## config.mk

```make
export PLATFORM = sky130hd
export DESIGN_NAME = alu_bist_ctrl
export DESIGN_NICKNAME = d
export VERILOG_FILES = /design/src/rtl/alu_bist_ctrl.sv
export SDC_FILE = /design/constraint.sdc
export NUM_CORES = 1
export LEC_CHECK = 0
export BUFFER_PORTS_ARGS = -buffer_cell sky130_fd_sc_hd__buf_4
export CAP_MARGIN = 5
export CORE_ASPECT_RATIO = 1.1
export CORE_MARGIN = 2
export CORE_UTILIZATION = 30
export CTS_BUF_LIST = sky130_fd_sc_hd__clkbuf_8
export DETAILED_ROUTE_END_ITERATION = 8
export SYNTH_ARGS = -nofsm -noshare
export SYNTH_HDL_FRONTEND = slang
export SYNTH_SLANG_ARGS = --single-unit
export TNS_END_PERCENT = 50
```

## constraint.sdc

```tcl
create_clock -name clk -period 4.7 [get_ports clk]
set_input_delay 0.47 -clock clk [delete_from_list [all_inputs] [get_ports clk]]
set_output_delay 0.47 -clock clk [all_outputs]
set_load 0.005 [all_outputs]
```

## src/rtl/alu_bist_ctrl.sv

```systemverilog
// ---------------------------------------------------------------------------
// alu_bist_ctrl
//
// Self-test sequencer for a 4-bit ALU. It sweeps every {opcode, A, B}
// combination into the ALU, holds each vector for SETTLE cycles, and then
// compares the ALU result and zero flag against an internal golden model.
// It counts mismatches and latches the first failing vector.
//
// Ports:
//   clk, rst_n         clock, asynchronous active-low reset
//   start              one-cycle sweep request (ignored while busy)
//   alu_a/alu_b/alu_op operands and opcode driven to the ALU
//   dut_result/zero    ALU response, combinational from the operand buses
//   busy, done, pass   sweep status
//   fail_count         mismatching vectors in the current or last sweep
//   first_fail_*       {op,a,b} and result of the first mismatch
// ---------------------------------------------------------------------------
module alu_bist_ctrl #(
    parameter int unsigned SETTLE       = 1,    // 1..15 cycles per vector
    parameter bit          STOP_ON_FAIL = 1'b0
) (
    input  logic        clk,
    input  logic        rst_n,
    input  logic        start,
    output logic [3:0]  alu_a,
    output logic [3:0]  alu_b,
    output logic [2:0]  alu_op,
    input  logic [3:0]  dut_result,
    input  logic        dut_zero,
    output logic        busy,
    output logic        done,
    output logic        pass,
    output logic [11:0] fail_count,
    output logic        first_fail_valid,
    output logic [10:0] first_fail_vec,
    output logic [3:0]  first_fail_result
);

    localparam logic [1:0] ST_IDLE   = 2'd0;
    localparam logic [1:0] ST_DRIVE  = 2'd1;
    localparam logic [1:0] ST_SAMPLE = 2'd2;
    localparam logic [1:0] ST_DONE   = 2'd3;

    localparam logic [3:0]  SETTLE_LAST = 4'(SETTLE - 1);
    localparam logic [10:0] IDX_LAST    = 11'h7FF;

    logic [1:0]  state;
    logic [10:0] idx;       // {op, a, b}; b increments fastest
    logic [3:0]  wait_cnt;

    logic [3:0]  golden_res;
    logic        golden_zero;
    logic        mismatch;

    // Operand buses are the fields of the registered vector index, so they
    // change only on clock edges and freeze when the sweep stops.
    assign alu_op = idx[10:8];
    assign alu_a  = idx[7:4];
    assign alu_b  = idx[3:0];

    assign busy = (state == ST_DRIVE) || (state == ST_SAMPLE);
    assign done = (state == ST_DONE);
    assign pass = done && (fail_count == 12'd0);

    // Golden model: 4-bit wrap-around arithmetic, unsigned compares.
    // NOTE: golden_res gets a default before the case so no path leaves it
    // unassigned; an always_comb without full assignment infers a latch.
    always_comb begin
        golden_res = 4'd0;
        case (alu_op)
            3'd0:    golden_res = alu_a + alu_b;
            3'd1:    golden_res = alu_a - alu_b;
            3'd2:    golden_res = alu_a & alu_b;
            3'd3:    golden_res = alu_a | alu_b;
            3'd4:    golden_res = alu_a ^ alu_b;
            3'd5:    golden_res = (alu_a == alu_b) ? 4'd1 : 4'd0;
            3'd6:    golden_res = (alu_a <  alu_b) ? 4'd1 : 4'd0;
            default: golden_res = 4'd0;
        endcase
    end

    assign golden_zero = (golden_res == 4'd0);
    assign mismatch    = (dut_result != golden_res) || (dut_zero != golden_zero);

    // NOTE: all state below uses non-blocking assignments so every register
    // samples the pre-edge values of the others, independent of code order.
    always_ff @(posedge clk or negedge rst_n) begin
        if (!rst_n) begin
            state             <= ST_IDLE;
            idx               <= '0;
            wait_cnt          <= '0;
            fail_count        <= '0;
            first_fail_valid  <= 1'b0;
            first_fail_vec    <= '0;
            first_fail_result <= '0;
        end else begin
            case (state)
                ST_IDLE, ST_DONE: begin
                    if (start) begin
                        fail_count        <= '0;
                        first_fail_valid  <= 1'b0;
                        first_fail_vec    <= '0;
                        first_fail_result <= '0;
                        idx               <= '0;
                        wait_cnt          <= '0;
                        state             <= ST_DRIVE;
                    end
                end

                ST_DRIVE: begin
                    if (wait_cnt == SETTLE_LAST) begin
                        wait_cnt <= '0;
                        state    <= ST_SAMPLE;
                    end else begin
                        wait_cnt <= wait_cnt + 4'd1;
                    end
                end

                ST_SAMPLE: begin
                    if (mismatch) begin
                        // At most 2048 mismatches per sweep, so 12 bits never wrap.
                        fail_count <= fail_count + 12'd1;
                        if (!first_fail_valid) begin
                            first_fail_valid  <= 1'b1;
                            first_fail_vec    <= idx;
                            first_fail_result <= dut_result;
                        end
                    end
                    if ((idx == IDX_LAST) || (STOP_ON_FAIL && mismatch)) begin
                        state <= ST_DONE;
                    end else begin
                        idx   <= idx + 11'd1;
                        state <= ST_DRIVE;
                    end
                end

                default: state <= ST_IDLE;
            endcase
        end
    end

endmodule

```

==> results of run 1 <==
power breakdown:
group / internal [mW] / switching [mW] / total, mW
Combinational: 0.218 / 0.477 / 0.695
Sequential: 0.418 / 0.0456 / 0.464
Clock: 0.211 / 0.147 / 0.358
Total: 0.847 / 0.669 / 1.52
registers in the layout, summed over array words and instances, names as in the netlist:
register and flops:
fail_count 12, first_fail_vec 11, idx 11, first_fail_result 4, wait_cnt 4, state 2
first_fail_valid 1
kinds of logic after synthesis:
family / synth area share
AOI/OAI and AO/OA: 0.192
xor gates and xnor gates: 0.0389
adders and majority gates: 0.0970
buffers and inverters: 0.0613
DFF: 0.361
muxes: 0.00361
and+or+nand+nor: 0.246
layout by cell type, fill, tap and decap left out, types with 16 or more instances in the layout:
master	synthesis	final
sky130_fd_sc_hd__a211oi_1	17	17
sky130_fd_sc_hd__and3_1	24	24
sky130_fd_sc_hd__a211o_1	16	16
sky130_fd_sc_hd__buf_4	2	53
sky130_fd_sc_hd__nor2_1	22	22
sky130_fd_sc_hd__dfrtp_1	45	45
sky130_fd_sc_hd__ha_1	21	21
sky130_fd_sc_hd__inv_1	22	22
sky130_fd_sc_hd__nand2_1	28	28
sky130_fd_sc_hd__nand3_1	21	21
routing by layer:
| layer | vias to the layer above | global-route usage |
|---|---|---|
| met5 | - | 0 |
| met4 | 0 | 0.0505 |
| met3 | 12 | 0.0259 |
| met2 | 85 | 0.243 |
| met1 | 1339 | 0.215 |
| li1 | 1333 | - |
metrics by stage:
stage          std cells  setup slack [ns]  hold slack (ns)  cell area, sq um   util
6_report             513              1.19            0.154              3700  0.361
2_1_floorplan        348              1.56            0.174              3120      -
4_1_cts              513              1.21            0.185              3700  0.361
3_5_place_dp         505              1.22            0.480              3570  0.348
5_1_grt              513              1.01            0.209              3700  0.361
3_3_place_gp         505              1.29            0.474              3570  0.348
worst max-delay path by stage:
stage	startpoint	end	slack [ns]	cells past startpoint
floorplan	idx[4]	first_fail_vec[0]	1.56	14
global placement	idx[3]	first_fail_valid	1.29	11
detailed placement	idx[4]	first_fail_valid	1.22	13
CTS	idx[4]	first_fail_valid	1.21	13
global route	idx[4]	first_fail_valid	1.01	13
finish	idx[4]	first_fail_valid	1.19	13
cell type report:
type	instances	area share
multi-input cells	261	0.487
flip-flops and latches	45	0.304
repair buffers	53	0.107
well taps	123	0.0416
inverters	23	0.0233
clock buffers	5	0.0186
clock inverters	3	0.0176
worst reg2reg max path, delay by kind of cell (launching register included):
kind | cells | cell delay [ns]
AOI/OAI and AO/OA | 4 | 0.88
DFF | 1 | 0.45
xor gates and xnor gates | 2 | 0.36
and+or+nand+nor | 1 | 0.22
buffers and inverters | 3 | 0.54
muxes | 1 | 0.36
adders and majority gates | 2 | 0.59
==> impl_results.rst, run 1 <==
.. list-table::
   :header-rows: 1

   * - Metric
     - Value
   * - Fraction of layout instances using a drive strength above 1
     - 0.174
   * - Worst-skew pair later-pin latency
     - slightly above 0.3 ns
   * - Top Ports
     - 50
   * - Depth of the worst register-to-register path
     - 13
   * - Leading cell type by number of instances after synthesis
     - sky130_fd_sc_hd__dfrtp_1
   * - CTS H-Tree Depth
     - 2
   * - Synthesized net count
     - 379
   * - Average routed wire per standard cell
     - approximately 17 um
   * - Sum of met3 wire segment lengths after detailed routing
     - approximately 470 um
   * - Post-CTS clock slew at the launch and capture registers of the worst setup and hold paths
     - 0.10 ns
   * - Initial DRC Count
     - 159
   * - Starting utilization of the core area
     - 0.305
   * - Largest vdd supply drop
     - between 200 and 250 uV
   * - Post-cts sizing count
     - 0
   * - Synth Cell Area
     - about 3100 sq um
   * - Placeable core region
     - 10200 sq um
   * - Met1 Wirelength
     - ~3900 um
   * - Asr flop ratio synth
     - 1.00
   * - Number of inserted filler cells in the final layout
     - roughly 1100
   * - Post-route ant nets
     - 0
   * - Class of the tightest hold or removal check
     - in2async
   * - Post-synth top flop
     - sky130_fd_sc_hd__dfrtp_1
   * - Highest attainable clock frequency
     - approximately 0.28 GHz
   * - Half-perimeter wire length of the detailed placement result
     - approximately 6000 um
   * - Cell chain of the critical path
     - inv_1, ha_1, inv_2, fa_1, xor2_1, o21ai_1, a211oi_1, o211ai_1, xnor2_2, o211ai_4, and2_1, buf_4, mux2_1
   * - Number of violations of the max-capacitance limit
     - 0
   * - Maximum number of pins on one net before global-route repair
     - between 40 and 50
   * - Yosys reg bits
     - between 40 and 50
   * - TritonCTS buffer count
     - 5
   * - Number of diodes
     - 0
   * - Crit path capture type
     - flop
   * - Setup Buffers After CTS
     - 0
   * - Number of instances in the synthesized netlist
     - approximately 350
   * - Clock tree from TritonCTS
     - yes
   * - Netlist cell types
     - 48
   * - Final hold violation count
     - 0
   * - Synth Area per Inst
     - between 8 and 9 sq um
   * - Area grow syn2layout
     - 18.6%
   * - DRC Markers
     - 0
   * - Slew Limit Fails
     - 0
   * - Startpoint kind of the worst setup timing path
     - flop
   * - Combined global-route utilization of all metal layers
     - 0.155
   * - Seq/Total Area, Yosys
     - 0.361
   * - Ratio of routed vias to standard cells
     - 5.40
   * - EDFF count, synth
     - 0
   * - Total number of vias
     - between 2000 and 3000
   * - CTS root buf
     - sky130_fd_sc_hd__clkbuf_8
   * - Leading post-synthesis cells by cell area
     - sky130_fd_sc_hd__dfrtp_1 36%, sky130_fd_sc_hd__ha_1 8.4%, sky130_fd_sc_hd__and3_1 4.8%, sky130_fd_sc_hd__a211o_1 4.5%, sky130_fd_sc_hd__a211oi_1 4.1%
   * - Die height
     - between 100 and 150 um
   * - Total power per unit cell area
     - roughly 410 nW/um^2
   * - Detailed-route wire length
     - 8490 um
   * - Relative slew margins
     - 0.426
   * - CP Data Arrival Time
     - around 3.7 ns
   * - Total of endpoints with negative setup slack in the final report
     - 0
   * - DIE WIDTH
     - around 100 um
   * - Number of warnings printed during yosys synthesis
     - 0
   * - Total global routing overflow
     - 0
   * - Top sig layer
     - met4
   * - Crit path kind
     - reg2reg
   * - Required arrival time at the worst endpoint
     - between 4 and 5 ns
   * - Highest-delay cell along the critical path
     - sky130_fd_sc_hd__dfrtp_1
   * - Gp weighted congestion
     - roughly 0.94
   * - Outcome
     - completed
   * - Max Clock Skew
     - 0.0119 ns
   * - R2r startpoint
     - idx[4]
   * - Total area of sequential cells
     - roughly 1100 sq um
   * - NumNets Final
     - 420
   * - Initial antenna violation count
     - 0
   * - Post-Route Setup TNS
     - 0 ns
   * - Worst r2r dst
     - first_fail_valid
   * - Largest area contributor in the synthesized netlist
     - sky130_fd_sc_hd__dfrtp_1
   * - Area share of the leading cell type in the synthesized netlist
     - 0.361
   * - Critical path buffers and inverters
     - 3
   * - Detailed Routing Iterations Pass 1
     - 4
   * - Standby leakage power
     - about 1.8 nW
   * - Number of hold-repair buffers added at the cts stage
     - 0
   * - Placement Rows
     - 39
   * - Final Critical Period
     - about 3.5 ns
   * - Final worst path period share
     - 0.747
   * - Die area
     - 11200 sq um
   * - Unrepaired setup endpoints after global routing
     - false
   * - Post-layout total power
     - about 1.5 mW
   * - Detailed-routed wire length on met2
     - between 3000 and 4000 um
   * - Multi-input combinational cell area
     - approximately 1800 sq um
   * - Largest delay contributor family on the critical path
     - compound AO/OA/AOI/OAI gates
   * - CTS Buffer Depth
     - 2
   * - Maximum cell stage delay along the critical path
     - roughly 0.45 ns
   * - Slew @ Worst Pin
     - 0.853 ns
   * - Via count of the first global-routing pass
     - 2667
   * - IO Port Bufs
     - 49
   * - Flop-to-flop setup slack
     - roughly 1.2 ns
   * - Clock tree sinks
     - 45
   * - Wire length of the first global-routing pass
     - around 14000 um
   * - Critical path peak fanout
     - 25
   * - Post-synth top cells
     - 45 x sky130_fd_sc_hd__dfrtp_1, 28 x sky130_fd_sc_hd__nand2_1, 24 x sky130_fd_sc_hd__and3_1
No activity file was read; power rests on OpenSTA's default activity.
==> inputs of run 2 (changes only) <==
==> constraint.sdc (replaced) <==
create_clock -name clk -period 2.81 [get_ports clk]
set_input_delay 0.281 -clock clk [delete_from_list [all_inputs] [get_ports clk]]
set_output_delay 0.281 -clock clk [all_outputs]
set_load 0.005 [all_outputs]
==> run 2 against run 1 <==
Largest cell class unchanged. The run now ends with negative setup slack left. Critical path depth did not move. Critical path type unchanged. Sequential share of layout area fell by 2.8 points. Core utilization rose by 3.9 points.
==> impl_results.rst, run 2 (synthesized netlist as in run 1, its figures left out) <==
.. list-table::
   :header-rows: 1

   * - Metric
     - Value
   * - Standby leakage power
     - 1.96 nW (+12%)
   * - Placement Rows
     - 39 (unchanged)
   * - Number of cells in the design after placement
     - 536 (+6.1%)
   * - Initial DRC Count
     - 82 (-48%)
   * - Die height
     - 111 um (unchanged)
   * - Final Critical Period
     - 2.91 ns (-0.596 ns)
   * - Final hold violation count
     - 0 (unchanged)
   * - Die area
     - 11200 sq um (unchanged)
   * - Largest delay contributor family on the critical path
     - compound AO/OA/AOI/OAI gates
   * - Largest vdd supply drop
     - 594 uV (+150%)
   * - Max FFs per register
     - 12 (unchanged)
   * - CTS H-Tree Depth
     - 2 (unchanged)
   * - Total number of vias
     - 2865 (+3.5%)
   * - Detailed-route wire length
     - 8560 um (+0.81%)
   * - Post-Route Setup TNS
     - -1.70 ns (-1.70 ns)
   * - Maximum number of pins on one net before global-route repair
     - 54 (+17%)
   * - Total global routing overflow
     - 0 (unchanged)
   * - Detailed Routing Iterations Pass 1
     - 4 (unchanged)
   * - Class of the tightest hold or removal check
     - in2reg
   * - Area grow syn2layout
     - 31.3%
   * - Startpoint kind of the worst setup timing path
     - flop
   * - Combined global-route utilization of all metal layers
     - 0.154 (-0.000631)
   * - Fraction of layout instances using a drive strength above 1
     - 0.285 (+0.111)
   * - Critical path buffers and inverters
     - 3 (unchanged)
   * - Commonest cells after routing, fill and taps aside
     - 78 x sky130_fd_sc_hd__buf_4, 42 x sky130_fd_sc_hd__dfrtp_1, 28 x sky130_fd_sc_hd__nand2_1
   * - Wire length of the first global-routing pass
     - 14000 um (+0.79%)
   * - Worst-case setup margin in the final layout
     - -0.103 ns (-1.29 ns)
   * - Top reg by flops
     - fail_count
   * - Critical path's most frequent cell
     - sky130_fd_sc_hd__inv_2
   * - Gp weighted congestion
     - 0.886 (-5.3%)
   * - Crit path kind
     - reg2reg
   * - Post-route ant nets
     - 0 (unchanged)
   * - Final core utilization
     - 0.400 (+0.0387)
   * - Relative slew margins
     - 0.402 (-0.0246)
   * - Post-layout total power
     - 2.91 mW (+92%)
   * - Via count of the first global-routing pass
     - 2837 (+6.4%)
   * - Number of violations of the max-capacitance limit
     - 0 (unchanged)
   * - Post-CTS clock slew at the launch and capture registers of the worst setup and hold paths
     - 0.10 ns (about the same)
   * - NumNets Final
     - 454 (+8.1%)
   * - Highest-delay cell along the critical path
     - sky130_fd_sc_hd__dfrtp_1
   * - Outcome
     - finished, violations left
   * - Post-Place Setup Slack
     - -0.173 ns (-1.39 ns)
   * - Slew Limit Fails
     - 0 (unchanged)
   * - Ratio of routed vias to standard cells
     - 5.24 (-3.0%)
   * - DRC Markers
     - 0 (unchanged)
   * - DIE WIDTH
     - 101 um (unchanged)
   * - CP Data Arrival Time
     - 3.12 ns (-0.59 ns)
   * - Fin cells
     - 547 (+6.6%)
   * - Clock tree sinks
     - 45 (unchanged)
   * - Required arrival time at the worst endpoint
     - 3.01 ns (-1.89 ns)
   * - Starting utilization of the core area
     - 0.305 (unchanged)
   * - Max Clock Skew
     - 0.0125 ns (+0.000637 ns)
   * - Maximum cell stage delay along the critical path
     - 0.42 ns (-0.03 ns)
   * - Largest registers
     - fail_count x12, first_fail_vec x11, idx x11
   * - Final worst path period share
     - 1.04 (+0.290)
   * - Placeable core region
     - 10200 sq um (unchanged)
   * - Leading cell type in the layout, fill and taps excluded
     - sky130_fd_sc_hd__buf_4
   * - Total of endpoints with negative setup slack in the final report
     - 28 (+28)
   * - CTS root buf
     - sky130_fd_sc_hd__clkbuf_8
   * - Worst-skew pair later-pin latency
     - 0.31 ns (about the same)
   * - Failing checks
     - negative setup slack
   * - Total placed instance area
     - 3880 sq um (+8.7%)
   * - Total power per unit cell area
     - 710 nW/um^2 (+73%)
   * - Area of all placed cells without fillers
     - 4100 sq um (+11%)
   * - IO Port Bufs
     - 49 (unchanged)
   * - Slew @ Worst Pin
     - 0.898 ns (+0.0447 ns)
   * - Highest attainable clock frequency
     - 0.343 GHz (+20%)
   * - CTS Buffer Depth
     - 2 (unchanged)
   * - Cell chain of the critical path
     - inv_2, ha_4, inv_2, fa_2, nor2b_1, o21a_1, o311a_1, o211ai_1, xnor2_2, o211ai_4, and2_4, buf_6, a211o_1
   * - TritonCTS buffer count
     - 5 (unchanged)
   * - Average routed wire per standard cell
     - 15.7 um (-5.5%)
   * - Crit path capture type
     - flop
   * - Number of diodes
     - 0 (unchanged)
   * - Half-perimeter wire length of the detailed placement result
     - 6280 um (+5.0%)
   * - Initial antenna violation count
     - 0 (unchanged)
   * - Top Ports
     - 50 (unchanged)
   * - Unrepaired setup endpoints after global routing
     - true
   * - Minimum hold slack
     - 0.371 ns (+0.217 ns)
   * - Critical path peak fanout
     - 7 (-72%)
   * - Clock tree from TritonCTS
     - yes
## run 2: cell count changes in the layout (fill, tap and decap cells not counted), sizes merged
cell | before | now
buf | 53 | 86
bufinv | 2 | 1
clkbuf | 5 | 6
clkinv | 1 | 0
dlygate4sd3 | 0 | 1
inv | 23 | 24
## run 2: final cells by class
cell class	instances	area, sq um
clock buffers	6	82.6
inverters	23	86.3
well taps	123	154
clock inverters	2	41.3
multi-input cells	261	1890
flip-flops and latches	45	1130
repair buffers	87	712
fillers	1027	6150
## run 2: tightest hold or removal path, stage by stage
cell	delay, ns
sky130_fd_sc_hd__buf_4	0.09
sky130_fd_sc_hd__nand2_1	0.07
sky130_fd_sc_hd__a21oi_1	0.14
sky130_fd_sc_hd__nor2_1	0.05
## run 2: report_power, final
| part | internal [mW] | switching (mW) | leakage (nW) |
|---|---|---|---|
| Combinational | 0.705 | 0.878 | 1.28 |
| Sequential | 0.700 | 0.0725 | 0.618 |
| Clock | 0.296 | 0.257 | 0.0633 |
| Total | 1.70 | 1.21 | 1.96 |
## run 2: path summary, 6_finish.rpt
check / from / end / slack (ns) / cells past startpoint
worst max-delay path: idx[4] / first_fail_result[3] / -0.10 / 13
worst min-delay path: start / idx[10] / 0.37 / 4
worst max register to register: idx[4] / first_fail_result[3] / -0.10 / 13
worst min register to register: wait_cnt[3] / wait_cnt[3] / 0.49 / 1
max in group asynchronous: rst_n / idx[0] / 1.87 / 2
min in group asynchronous: rst_n / fail_count[0] / 0.51 / 2
## run 2: per-layer routing
layer | global-route usage | routed length [um] | vias up
li1 | - | - | 1408
met4 | 0.0333 | 128 | 0
met1 | 0.215 | 4020 | 1386
met2 | 0.251 | 4070 | 61
met3 | 0.0233 | 337 | 10
met5 | 0 | 0 | -
## run 2: repair_timing
item | in CTS | in global routing
gates cloned | 0 | 0
hold buffers | 1 | 0
resized for setup | 6 | 11
buffers inserted | 1 | 1
hold endpoints to repair | 27 | 0
pin swaps | 8 | 8
setup endpoints to repair | 28 | 28
